==> config.mk <==
export PLATFORM = sky130hd
export DESIGN_NAME = if_stage
export DESIGN_NICKNAME = d
export VERILOG_FILES = /design/src/rtl/if_stage.sv
export SDC_FILE = /design/constraint.sdc
export NUM_CORES = 1
export LEC_CHECK = 0
export ABC_AREA = 0
export CORE_ASPECT_RATIO = 0.75
export CORE_MARGIN = 1
export CORE_UTILIZATION = 50
export CTS_BUF_LIST = sky130_fd_sc_hd__clkbuf_2 sky130_fd_sc_hd__clkbuf_4 sky130_fd_sc_hd__clkbuf_8
export CTS_CLUSTER_SIZE = 14
export DETAILED_ROUTE_END_ITERATION = 8
export PLACE_DENSITY_LB_ADDON = 0.1
export SLEW_MARGIN = 20
export SYNTH_ARGS = -nofsm -noshare
export SYNTH_HDL_FRONTEND = slang
export SYNTH_SLANG_ARGS = --single-unit
==> constraint.sdc <==
create_clock -name clk -period 2.6 [get_ports clk]
set_input_delay 0.26 -clock clk [delete_from_list [all_inputs] [get_ports clk]]
set_output_delay 0.26 -clock clk [all_outputs]
set_load 0.01 [all_outputs]
==> src/rtl/if_stage.sv <==
// Instruction-fetch stage: drives the I-cache request, absorbs misses, stalls and
// redirects, and loads the IF/ID pipeline register with fetched words in PC order.
module if_stage #(
    parameter int              BITS     = 32,
    parameter logic [BITS-1:0] RESET_PC = 32'h0000_0000
) (
    input  logic            clk,
    input  logic            rst_n,
    input  logic            stall_i,
    input  logic            redirect_i,
    input  logic [BITS-1:0] redirect_pc_i,
    output logic            icache_ren,
    output logic [BITS-3:0] icache_addr,
    input  logic            icache_stall,
    input  logic [BITS-1:0] icache_rdata,
    output logic            ifid_valid,
    output logic [BITS-1:0] ifid_inst,
    output logic [BITS-1:0] ifid_pc,
    output logic [6:0]      ifid_opcode,
    output logic [2:0]      ifid_funct3,
    output logic [6:0]      ifid_funct7,
    output logic [1:0]      dbg_state_o
);

    localparam logic [BITS-1:0] NOP = BITS'(32'h0000_0013);

    typedef enum logic [1:0] {
        ST_FETCH = 2'd0,
        ST_DROP  = 2'd1,
        ST_HOLD  = 2'd2
    } state_e;

    state_e          state_q, state_d;
    logic [BITS-1:0] pc_q, pc_d;
    logic            ren_q, ren_d;
    logic            valid_q, valid_d;
    logic [BITS-1:0] inst_q, inst_d;
    logic [BITS-1:0] ifpc_q, ifpc_d;
    logic [BITS-1:0] skid_inst_q, skid_inst_d;
    logic [BITS-1:0] skid_pc_q, skid_pc_d;
    logic [BITS-1:0] pend_q, pend_d;

    always_comb begin
        state_d     = state_q;
        pc_d        = pc_q;
        valid_d     = valid_q;
        inst_d      = inst_q;
        ifpc_d      = ifpc_q;
        skid_inst_d = skid_inst_q;
        skid_pc_d   = skid_pc_q;
        pend_d      = pend_q;

        case (state_q)
            ST_FETCH: begin
                if (redirect_i) begin
                    valid_d = 1'b0;
                    inst_d  = NOP;
                    // A miss already in flight must be allowed to finish before the new target.
                    if (ren_q && icache_stall) begin
                        pend_d  = redirect_pc_i;
                        state_d = ST_DROP;
                    end else begin
                        pc_d = redirect_pc_i;
                    end
                end else if (!ren_q) begin
                    state_d = ST_FETCH;
                end else if (icache_stall) begin
                    if (!stall_i) begin
                        valid_d = 1'b0;
                        inst_d  = NOP;
                    end
                end else begin
                    pc_d = pc_q + BITS'(4);
                    if (stall_i) begin
                        skid_inst_d = icache_rdata;
                        skid_pc_d   = pc_q;
                        state_d     = ST_HOLD;
                    end else begin
                        valid_d = 1'b1;
                        inst_d  = icache_rdata;
                        ifpc_d  = pc_q;
                    end
                end
            end

            ST_DROP: begin
                if (redirect_i) begin
                    pend_d  = redirect_pc_i;
                    valid_d = 1'b0;
                    inst_d  = NOP;
                end
                if (!icache_stall) begin
                    pc_d    = redirect_i ? redirect_pc_i : pend_q;
                    state_d = ST_FETCH;
                end
            end

            ST_HOLD: begin
                if (redirect_i) begin
                    pc_d    = redirect_pc_i;
                    valid_d = 1'b0;
                    inst_d  = NOP;
                    state_d = ST_FETCH;
                end else if (!stall_i) begin
                    valid_d = 1'b1;
                    inst_d  = skid_inst_q;
                    ifpc_d  = skid_pc_q;
                    state_d = ST_FETCH;
                end
            end

            default: state_d = ST_FETCH;
        endcase

        // Request is registered so it stays low through reset and rises on the first edge after.
        ren_d = (state_d != ST_HOLD);
    end

    always_ff @(posedge clk or negedge rst_n) begin
        if (!rst_n) begin
            state_q     <= ST_FETCH;
            pc_q        <= RESET_PC;
            ren_q       <= 1'b0;
            valid_q     <= 1'b0;
            inst_q      <= NOP;
            ifpc_q      <= '0;
            skid_inst_q <= '0;
            skid_pc_q   <= '0;
            pend_q      <= '0;
        end else begin
            state_q     <= state_d;
            pc_q        <= pc_d;
            ren_q       <= ren_d;
            valid_q     <= valid_d;
            inst_q      <= inst_d;
            ifpc_q      <= ifpc_d;
            skid_inst_q <= skid_inst_d;
            skid_pc_q   <= skid_pc_d;
            pend_q      <= pend_d;
        end
    end

    assign icache_ren  = ren_q;
    assign icache_addr = pc_q[BITS-1:2];
    assign ifid_valid  = valid_q;
    assign ifid_inst   = inst_q;
    assign ifid_pc     = ifpc_q;
    assign ifid_opcode = inst_q[6:0];
    assign ifid_funct3 = inst_q[14:12];
    assign ifid_funct7 = inst_q[31:25];
    assign dbg_state_o = state_q;

endmodule
# Word-level counts from Yosys, hierarchy flattened
# Cells that the tools add are included.
# classes
n_eq_ne	20
bitwise_logic	2
mux	44
add_sub_neg	1
n_reduce_logical	11
# ops
operator	count
32-bit 2-to-1 mux	23
32-bit one-hot mux with 3 select lines	2
32-bit one-hot mux with 2 select lines	2
32-bit by 3-bit adder with 32-bit output (second input constant)	1
2-bit != test (second input constant)	12
2-bit 2-to-1 mux	8
3-bit != test (second input constant)	5
5-bit AND reduction	2
1-bit 2-to-1 mux	7
7-bit AND reduction	1
2-bit one-hot mux with 3 select lines	1
6-bit AND reduction	1
4-bit != test (second input constant)	1
4-bit AND reduction	1
2-bit nonzero test	2
1-bit one-hot mux with 3 select lines	1
3-bit AND reduction	1
3-bit nonzero test	1
2-bit by 1-bit == test with 1-bit output (second input constant)	1
2-bit == test (second input constant)	1
2-bit zero test	1
1-bit NOT	2
1-bit logical AND	1
# word_totals
output_inout_bits	115
in_bits	69
elab_cells	87
register_bits	196

# Depth between registers and ports, before layout
# Gate-level depths: netlist (run 1).
# logic_depth
ltp_word	6
ltp_mapped	10
mapped_depth_nobuf	7

# Worst setup path before layout (run 1)
# No wires, ideal clock.
# synth_path
kind	register to register
from	register state_q[0], in the netlist dbg_state_o[0]
to	register pc_q[18]
t_required_ns	2.462
path_buffers	2
stages_incl_launch_ff	9
period_less_slack_ns	2.170
t_arrival_ns	2.032
slack_ns	0.430
cell_sequence	dfrtp_1 > inv_1 > ha_1 > and2_1 > buf_2 > a21o_1 > buf_2 > a222oi_1 > o22ai_1
# synth_between
elab_chain_len	3
# synth_lines
element	line	rtl
start, declared	33	state_e state_q, state_d;
start signal, assigned	131	state_q <= state_d;
2-bit by 1-bit == test with 1-bit output, or another cell as far along	53	case (state_q)
2-bit != test (no line), or another cell as far along	n/a	
6-bit AND reduction (no line)	n/a	
end signal, assigned	132	pc_q <= pc_d;
end, declared	34	logic [BITS-1:0] pc_q, pc_d;
# Parallel ways exist; a longest one is shown, timed or not.
# A chain may end at the register's enable or synchronous reset.

# Worst setup path after layout (run 1)
# layout_path
from	register state_q[1], in the netlist dbg_state_o[1]
to	register pc_q[23]
# The elaborated chain is that of the path after synthesis.

==> results of run 1 <==
## registers in the layout, indices dropped and copies added, names as in the netlist
| name | count |
|---|---|
| dbg_state_o | 2 |
| pend_q | 32 |
| pc_q | 32 |
| skid_pc_q | 32 |
| ifid_valid | 1 |
| ifid_inst | 32 |
| ifid_pc | 32 |
| icache_ren | 1 |
| skid_inst_q | 32 |
## cell type report
type / instances / share of cell area [%]
clock buffer: 17 / 1.93
tap: 253 / 2.62
clock inverter: 15 / 1.35
timing repair buffer: 219 / 18.0
sequential: 196 / 40.6
multi-input combinational: 575 / 35.1
inverter: 15 / 0.465
## per-layer routing
metal / up-vias / share of wire, % / wire length (um)
met5: - / 0 / 0
met4: 0 / 0.64 / 155
met3: 9 / 5.9 / 1420
met2: 254 / 41 / 9940
met1: 3714 / 52 / 12600
li1: 3481 / - / -
## cells by family (layout without fill, tap and decap cells)
family,Yosys count,count (layout),share of synthesized area (%)
compound gates,209,209,14.2
buf+inv,124,266,7.21
simple gates,198,198,9.83
mux,163,163,18.2
fa+ha+maj,5,5,0.636
flops,196,196,49.9
## cell usage after synthesis (7+ instances only)
master,n,share of area (%)
a221oi_1,11,0.98
inv_1,15,0.57
buf_2,30,1.5
nand2_1,65,2.5
a21oi_1,25,1.3
clkbuf_1,24,0.92
nor3_1,11,0.56
o21ai_1,33,1.7
a22oi_1,38,2.9
dfrtp_1,193,49
nand3_1,15,0.76
o21ai_0,44,2.2
mux2_1,14,1.6
mux2_2,116,13
nand4_1,7,0.45
buf_4,51,3.9
nor2_1,58,2.2
mux2i_1,33,3.4
a222oi_1,10,1.0
## per-stage QoR
| stage | area, sq um | setup slack (ns) | util [%] |
|---|---|---|---|
| global route | 12100 | 0.113 | 62.6 |
| detailed placement | 11700 | 0.224 | 60.5 |
| floorplan | 9840 | 0.430 | - |
| global placement | 11700 | 0.275 | 60.5 |
| finish | 12100 | 0.253 | 62.6 |
| CTS | 12100 | 0.190 | 62.6 |
## what timing repair did
item,CTS,global route
buffers inserted,0,0
hold endpoints to repair,67,0
hold buffers,1,0
endpoints found under the setup margin,0,1
resized for setup,0,1
## worst max-delay path: stages (launching register included)
cell	delay (ns)
dfrtp_1	0.46
inv_1	0.10
ha_1	0.34
nand2_1	0.18
a21boi_1	0.26
or3_1	0.39
buf_12	0.26
a21oi_1	0.06
o22a_1	0.17
## how the worst max path moves through the flow
stage | startpoint | cells after the start | end
2_1_floorplan | dbg_state_o[0] | 8 | pc_q[18]
3_3_place_gp | dbg_state_o[1] | 7 | pc_q[17]
3_5_place_dp | dbg_state_o[1] | 7 | pc_q[13]
4_1_cts | dbg_state_o[1] | 7 | pc_q[15]
5_1_grt | dbg_state_o[1] | 8 | pc_q[23]
6_report | dbg_state_o[1] | 8 | pc_q[23]
## report_power, final
part / total [uW] / internal, uW / leakage, uW / switching, uW
clock network: 1990 / 801 / 0.000195 / 1190
logic: 6440 / 3400 / 0.00235 / 3040
registers: 5510 / 4400 / 0.00246 / 1120
total: 13900 / 8600 / 0.00501 / 5340
==> run summary, run 1 <==
Synth Warn #: 0
clk slew on worst S/H paths: 0.11 ns
GR Util met3: 4.50%
RR Startpoint: dbg_state_o[1]
Multi-input gate area: 4250 sq um
Reg area: 4910 sq um
drt drc: 0
Setup Skew: 0.0168 ns
M1 GR Usage: 40.3%
Total Wirelength: 24100 um
R2R Path End: pc_q[23]
Crit Path Max Fanout: 41
die width: 164 um
sequential area share after synthesis: 49.9%
# diodes: 0
DR vias/cell: 5.78
Post-synth ARST share: 100%
area grow syn2layout: 23.0%
fill cell count: 1575
final setup vio count: 0
Hold Slack: 0.332 ns
CTS root buffer: clkbuf_8
hold path depth: 3
Worst Tran Pin Value: 0.660 ns
post-DP HPWL: 17000 um
die height: 123 um
synthesized netlist cell count: 895
Total GRT Usage: 24.4%
initial core utilization: 50.9%
vias: 7458
Max Cap Violations: 0
arrival time at the worst endpoint: 2.69 ns
vias in the first global route: 6765
Crit. End Element: flop
Hold Startpoint: redirect_i
routability cong.: 0.889
RSZ-0062 raised after global routing: no
run status: finished clean
Final Cycle Share: 90.3%
DR pass1 iterations: 6
Final nets: 1098
GRT overflow: 0
number of flops mapped to enable cells by yosys: 0
WP data required: 2.95 ns
total die area: 20200 sq um
Sink Count: 196
synthesized area: 9840 sq um
overall power: 13900 uW
Wirelength per Cell: 18.7 um
Worst-Skew Late Latency: 0.47 ns
Antenna Nets Post-Route: 0
layout cells sized above 1: 20.1%
Hold Path Class: in2reg
Slew HR: 56.0%
cts bufs inserted: 17
total core area: 19300 sq um
initial antenna violation count: 0
Setup crit start kind: flop
ys flop type: dfrtp_1
first-pass GRT wire length: 37700 um
I/O Buffers: 183
initial DRC count: 608
busiest grt layer: met1
IO Count: 184
R2R setup slack: 0.25 ns
PwrDens: 1150 nW/um^2
P_leak: 0.00501 uW
CTS Buffer Depth: 2
#FFs+latches synth: 196
Slew Limit Fails: 0
met2 GRT Util: 32.6%
Max VDD drop: 0.609 mV
WS Path Type: reg2reg
Min-Delay Endpoint: ifid_inst[21]
largest net degree at the start of global routing: 71
Synth Area per Inst: 11.0 sq um
most frequent cells in the layout: 193 x dfrtp_1, 181 x clkdlybuf4s50_1, 116 x mux2_2
placed cells: 1257
Tmin final: 2.35 ns
Register-to-Register Path Depth: 8
CTS H-tree lvls: 4
Post-Layout Cell Count: 1290
commonest non-fill, non-tap cell in the layout: dfrtp_1
TNS Setup: 0 ns
fmax: 426 MHz
Synth cell types: 63
num rows: 44
CTS tree: yes
Net Count, Synth: 969
Final Hold Fails: 0
No activity file was read; power rests on OpenSTA's default activity.
==> run 2: changes to the inputs <==
--- a/config.mk
+++ b/config.mk
@@ -10,7 +10,7 @@
 export CORE_MARGIN = 1
 export CORE_UTILIZATION = 50
 export CTS_BUF_LIST = sky130_fd_sc_hd__clkbuf_2 sky130_fd_sc_hd__clkbuf_4 sky130_fd_sc_hd__clkbuf_8
-export CTS_CLUSTER_SIZE = 14
+export CTS_CLUSTER_SIZE = 12
 export DETAILED_ROUTE_END_ITERATION = 8
 export PLACE_DENSITY_LB_ADDON = 0.1
 export SLEW_MARGIN = 20
==> results of run 2 <==
No change in the layout: final DEF, timing and power equal those of run 1.
==> run 3: changes to the inputs <==
--- a/config.mk
+++ b/config.mk
@@ -6,12 +6,12 @@
 export NUM_CORES = 1
 export LEC_CHECK = 0
 export ABC_AREA = 0
-export CORE_ASPECT_RATIO = 0.75
 export CORE_MARGIN = 1
 export CORE_UTILIZATION = 50
 export CTS_BUF_LIST = sky130_fd_sc_hd__clkbuf_2 sky130_fd_sc_hd__clkbuf_4 sky130_fd_sc_hd__clkbuf_8
 export CTS_CLUSTER_SIZE = 12
 export DETAILED_ROUTE_END_ITERATION = 8
+export HOLD_SLACK_MARGIN = 0.03
 export PLACE_DENSITY_LB_ADDON = 0.1
 export SLEW_MARGIN = 20
 export SYNTH_ARGS = -nofsm -noshare
==> run 3 against run 2 <==
  * Flip-flop and latch count did not move
  * Worst setup slack worse by 0.022 ns
  * Via count is 2.9% lower
  * Sequential share of layout area about the same
  * Die area hardly changed
  * Combinational power is 2% lower
  * Worst hold slack improved by 0.012 ns
  * Clock-buffer cell count stayed put
  * Critical path depth unchanged
  * Register-to-register slack got worse by 0.02 ns
  * Clock power up 7%
  * Largest cell class unchanged
==> run summary, run 3 (synthesis results as in run 1) <==
total die area: 20200 sq um (about the same)
Max Cap Violations: 0 (unchanged)
Final Hold Fails: 0 (unchanged)
RR Startpoint: dbg_state_o[0] (was dbg_state_o[1])
I/O Buffers: 183 (unchanged)
area grow syn2layout: 23.0% (about the same)
Setup WS post-layout: 0.231 ns (was 0.253 ns)
post-DP HPWL: 15500 um (was 17000 um)
end-of-flow core utilization: 63.6% (was 62.6%)
DR pass1 iterations: 6 (unchanged)
WP data required: 3.00 ns (was 2.95 ns)
die height: 142 um (was 123 um)
DR vias/cell: 5.60 (was 5.78)
Worst Tran Pin Value: 0.637 ns (was 0.660 ns)
RSZ-0062 raised after global routing: no (unchanged)
CTS Buffer Depth: 2 (unchanged)
die width: 142 um (was 164 um)
Total GRT Usage: 23.9% (was 24.4%)
met2 GRT Util: 38.7% (was 32.6%)
Antenna Nets Post-Route: 0 (unchanged)
vias: 7240 (was 7458)
CTS root buffer: clkbuf_8 (unchanged)
commonest non-fill, non-tap cell in the layout: dfrtp_1 (unchanged)
initial antenna violation count: 0 (unchanged)
Total Wirelength: 22900 um (was 24100 um)
Crit. End Element: flop (unchanged)
Wirelength per Cell: 17.7 um (was 18.7 um)
cts bufs inserted: 17 (unchanged)
WS Path Type: reg2reg (unchanged)
Worst path max stage delay: 0.48 ns (was 0.46 ns)
most frequent cells in the layout: 193 x dfrtp_1, 181 x clkdlybuf4s50_1, 116 x mux2_2 (unchanged)
R2R setup slack: 0.23 ns (was 0.25 ns)
Slew HR: 57.1% (was 56.0%)
TNS Setup: 0 ns (unchanged)
clk slew on worst S/H paths: 0.11 ns (about the same)
CTS tree: yes (unchanged)
Final Cycle Share: 91.1% (was 90.3%)
PwrDens: 1140 nW/um^2 (was 1150 nW/um^2)
initial core utilization: 51.7% (was 50.9%)
Register-to-Register Path Depth: 8 (unchanged)
Tmin final: 2.37 ns (was 2.35 ns)
fill cell count: 1616 (was 1575)
overall power: 13800 uW (was 13900 uW)
Crit Path Max Fanout: 21 (was 41)
DP Worst Slack: 0.103 ns (was 0.224 ns)
final setup vio count: 0 (unchanged)
Setup crit start kind: flop (unchanged)
initial DRC count: 488 (was 608)
CTS H-tree lvls: 4 (unchanged)
Final nets: 1093 (was 1098)
CP startpoint: dbg_state_o[0] (was dbg_state_o[1])
Setup Skew: 0.0166 ns (was 0.0168 ns)
R2R Path End: ifid_inst[10] (was pc_q[23])
Hold Path Class: in2async (was in2reg)
total core area: 19000 sq um (was 19300 sq um)
GR Util met3: 6.06% (was 4.50%)
drt drc: 0 (unchanged)
Worst-Skew Late Latency: 0.47 ns (about the same)
routability cong.: 0.807 (was 0.889)
GRT overflow: 0 (unchanged)
first-pass GRT wire length: 37600 um (was 37700 um)
num rows: 50 (was 44)
layout cells sized above 1: 19.8% (was 20.1%)
worst path cell trace: inv_1, ha_1, buf_4, nor2_2, buf_4, a22oi_1, nor2_1, mux2_1 (was inv_1, ha_1, nand2_1, a21boi_1, or3_1, buf_12, a21oi_1, o22a_1)
IO Count: 184 (unchanged)
largest net degree at the start of global routing: 70 (was 71)
busiest grt layer: met2 (was met1)
Sink Count: 196 (unchanged)
run status: finished clean (unchanged)
vias in the first global route: 7132 (was 6765)
Max VDD drop: 0.484 mV (was 0.609 mV)
CP max stage cell: dfrtp_1 (unchanged)
Slew Limit Fails: 0 (unchanged)
cell repeated most along the worst path: buf_4
fmax: 422 MHz (was 426 MHz)
P_leak: 0.00499 uW (was 0.00501 uW)
M1 GR Usage: 32.1% (was 40.3%)
arrival time at the worst endpoint: 2.77 ns (was 2.69 ns)
## run 3: cell types whose count changed in the layout (fill, tap and decap cells not counted), moves of 2 or more
cell / previous run / this run
bufinv_16: 1 / 3
inv_8: 3 / 1
clkinv_4: 0 / 3
buf_4: 29 / 25
## run 3: critical path, delay by kind of cell (launching register included)
family	cells	cell delay [ns]
muxes	1	0.15
AOI/OAI and AO/OA	1	0.13
buffers and inverters	3	0.69
adders and majority gates	1	0.35
and+or+nand+nor	2	0.52
DFF	1	0.48
## run 3: what timing repair did
action	4_1_cts	5_1_grt
endpoints found under the hold margin	66	0
buffers inserted	0	0
hold buffers	1	0
gates resized for setup	0	2
setup endpoints to repair	0	25
## run 3: area by class of cell
cell class | count | area (sq um) | share of cell area [%]
inverter | 15 | 56.3 | 0.465
antenna | 1 | 2.50 | 0.0207
timing repair buffer | 214 | 2130 | 17.6
clock inverter | 15 | 198 | 1.63
sequential | 196 | 4910 | 40.6
clock buffer | 17 | 234 | 1.93
multi-input combinational | 575 | 4250 | 35.1
tap | 260 | 325 | 2.69
## run 3: worst max-delay path by stage
| stage | end | slack (ns) | cells after the start |
|---|---|---|---|
| 5_1_grt | ifid_inst[10] | 0.05 | 8 |
| 3_5_place_dp | pc_q[31] | 0.10 | 7 |
| 3_3_place_gp | pc_q[29] | 0.21 | 7 |
| 4_1_cts | pc_q[29] | 0.07 | 7 |
| 6_report | ifid_inst[10] | 0.23 | 8 |
| 2_1_floorplan | pc_q[18] | 0.43 | 8 |
## run 3: layer usage
metal	up-vias	share of wire [%]
met5	-	0
met4	0	1.2
met3	22	6.5
met2	214	48
met1	3545	44
li1	3459	-
## run 3: stage by stage
stage / hold slack [ns] / area [sq um] / instances
finish: 0.344 / 12100 / 1293
global route: 0.392 / 12100 / 1292
CTS: 0.359 / 12100 / 1292
detailed placement: 0.305 / 11600 / 1259
global placement: 0.310 / 11600 / 1259
floorplan: -0.0356 / 9840 / 895
## run 3: report_power, final
group	internal [uW]	leakage (uW)	total [uW]	switching (uW)
Clock	977	0.000208	2130	1150
Combinational	3350	0.00232	6280	2940
Sequential	4400	0.00246	5430	1030
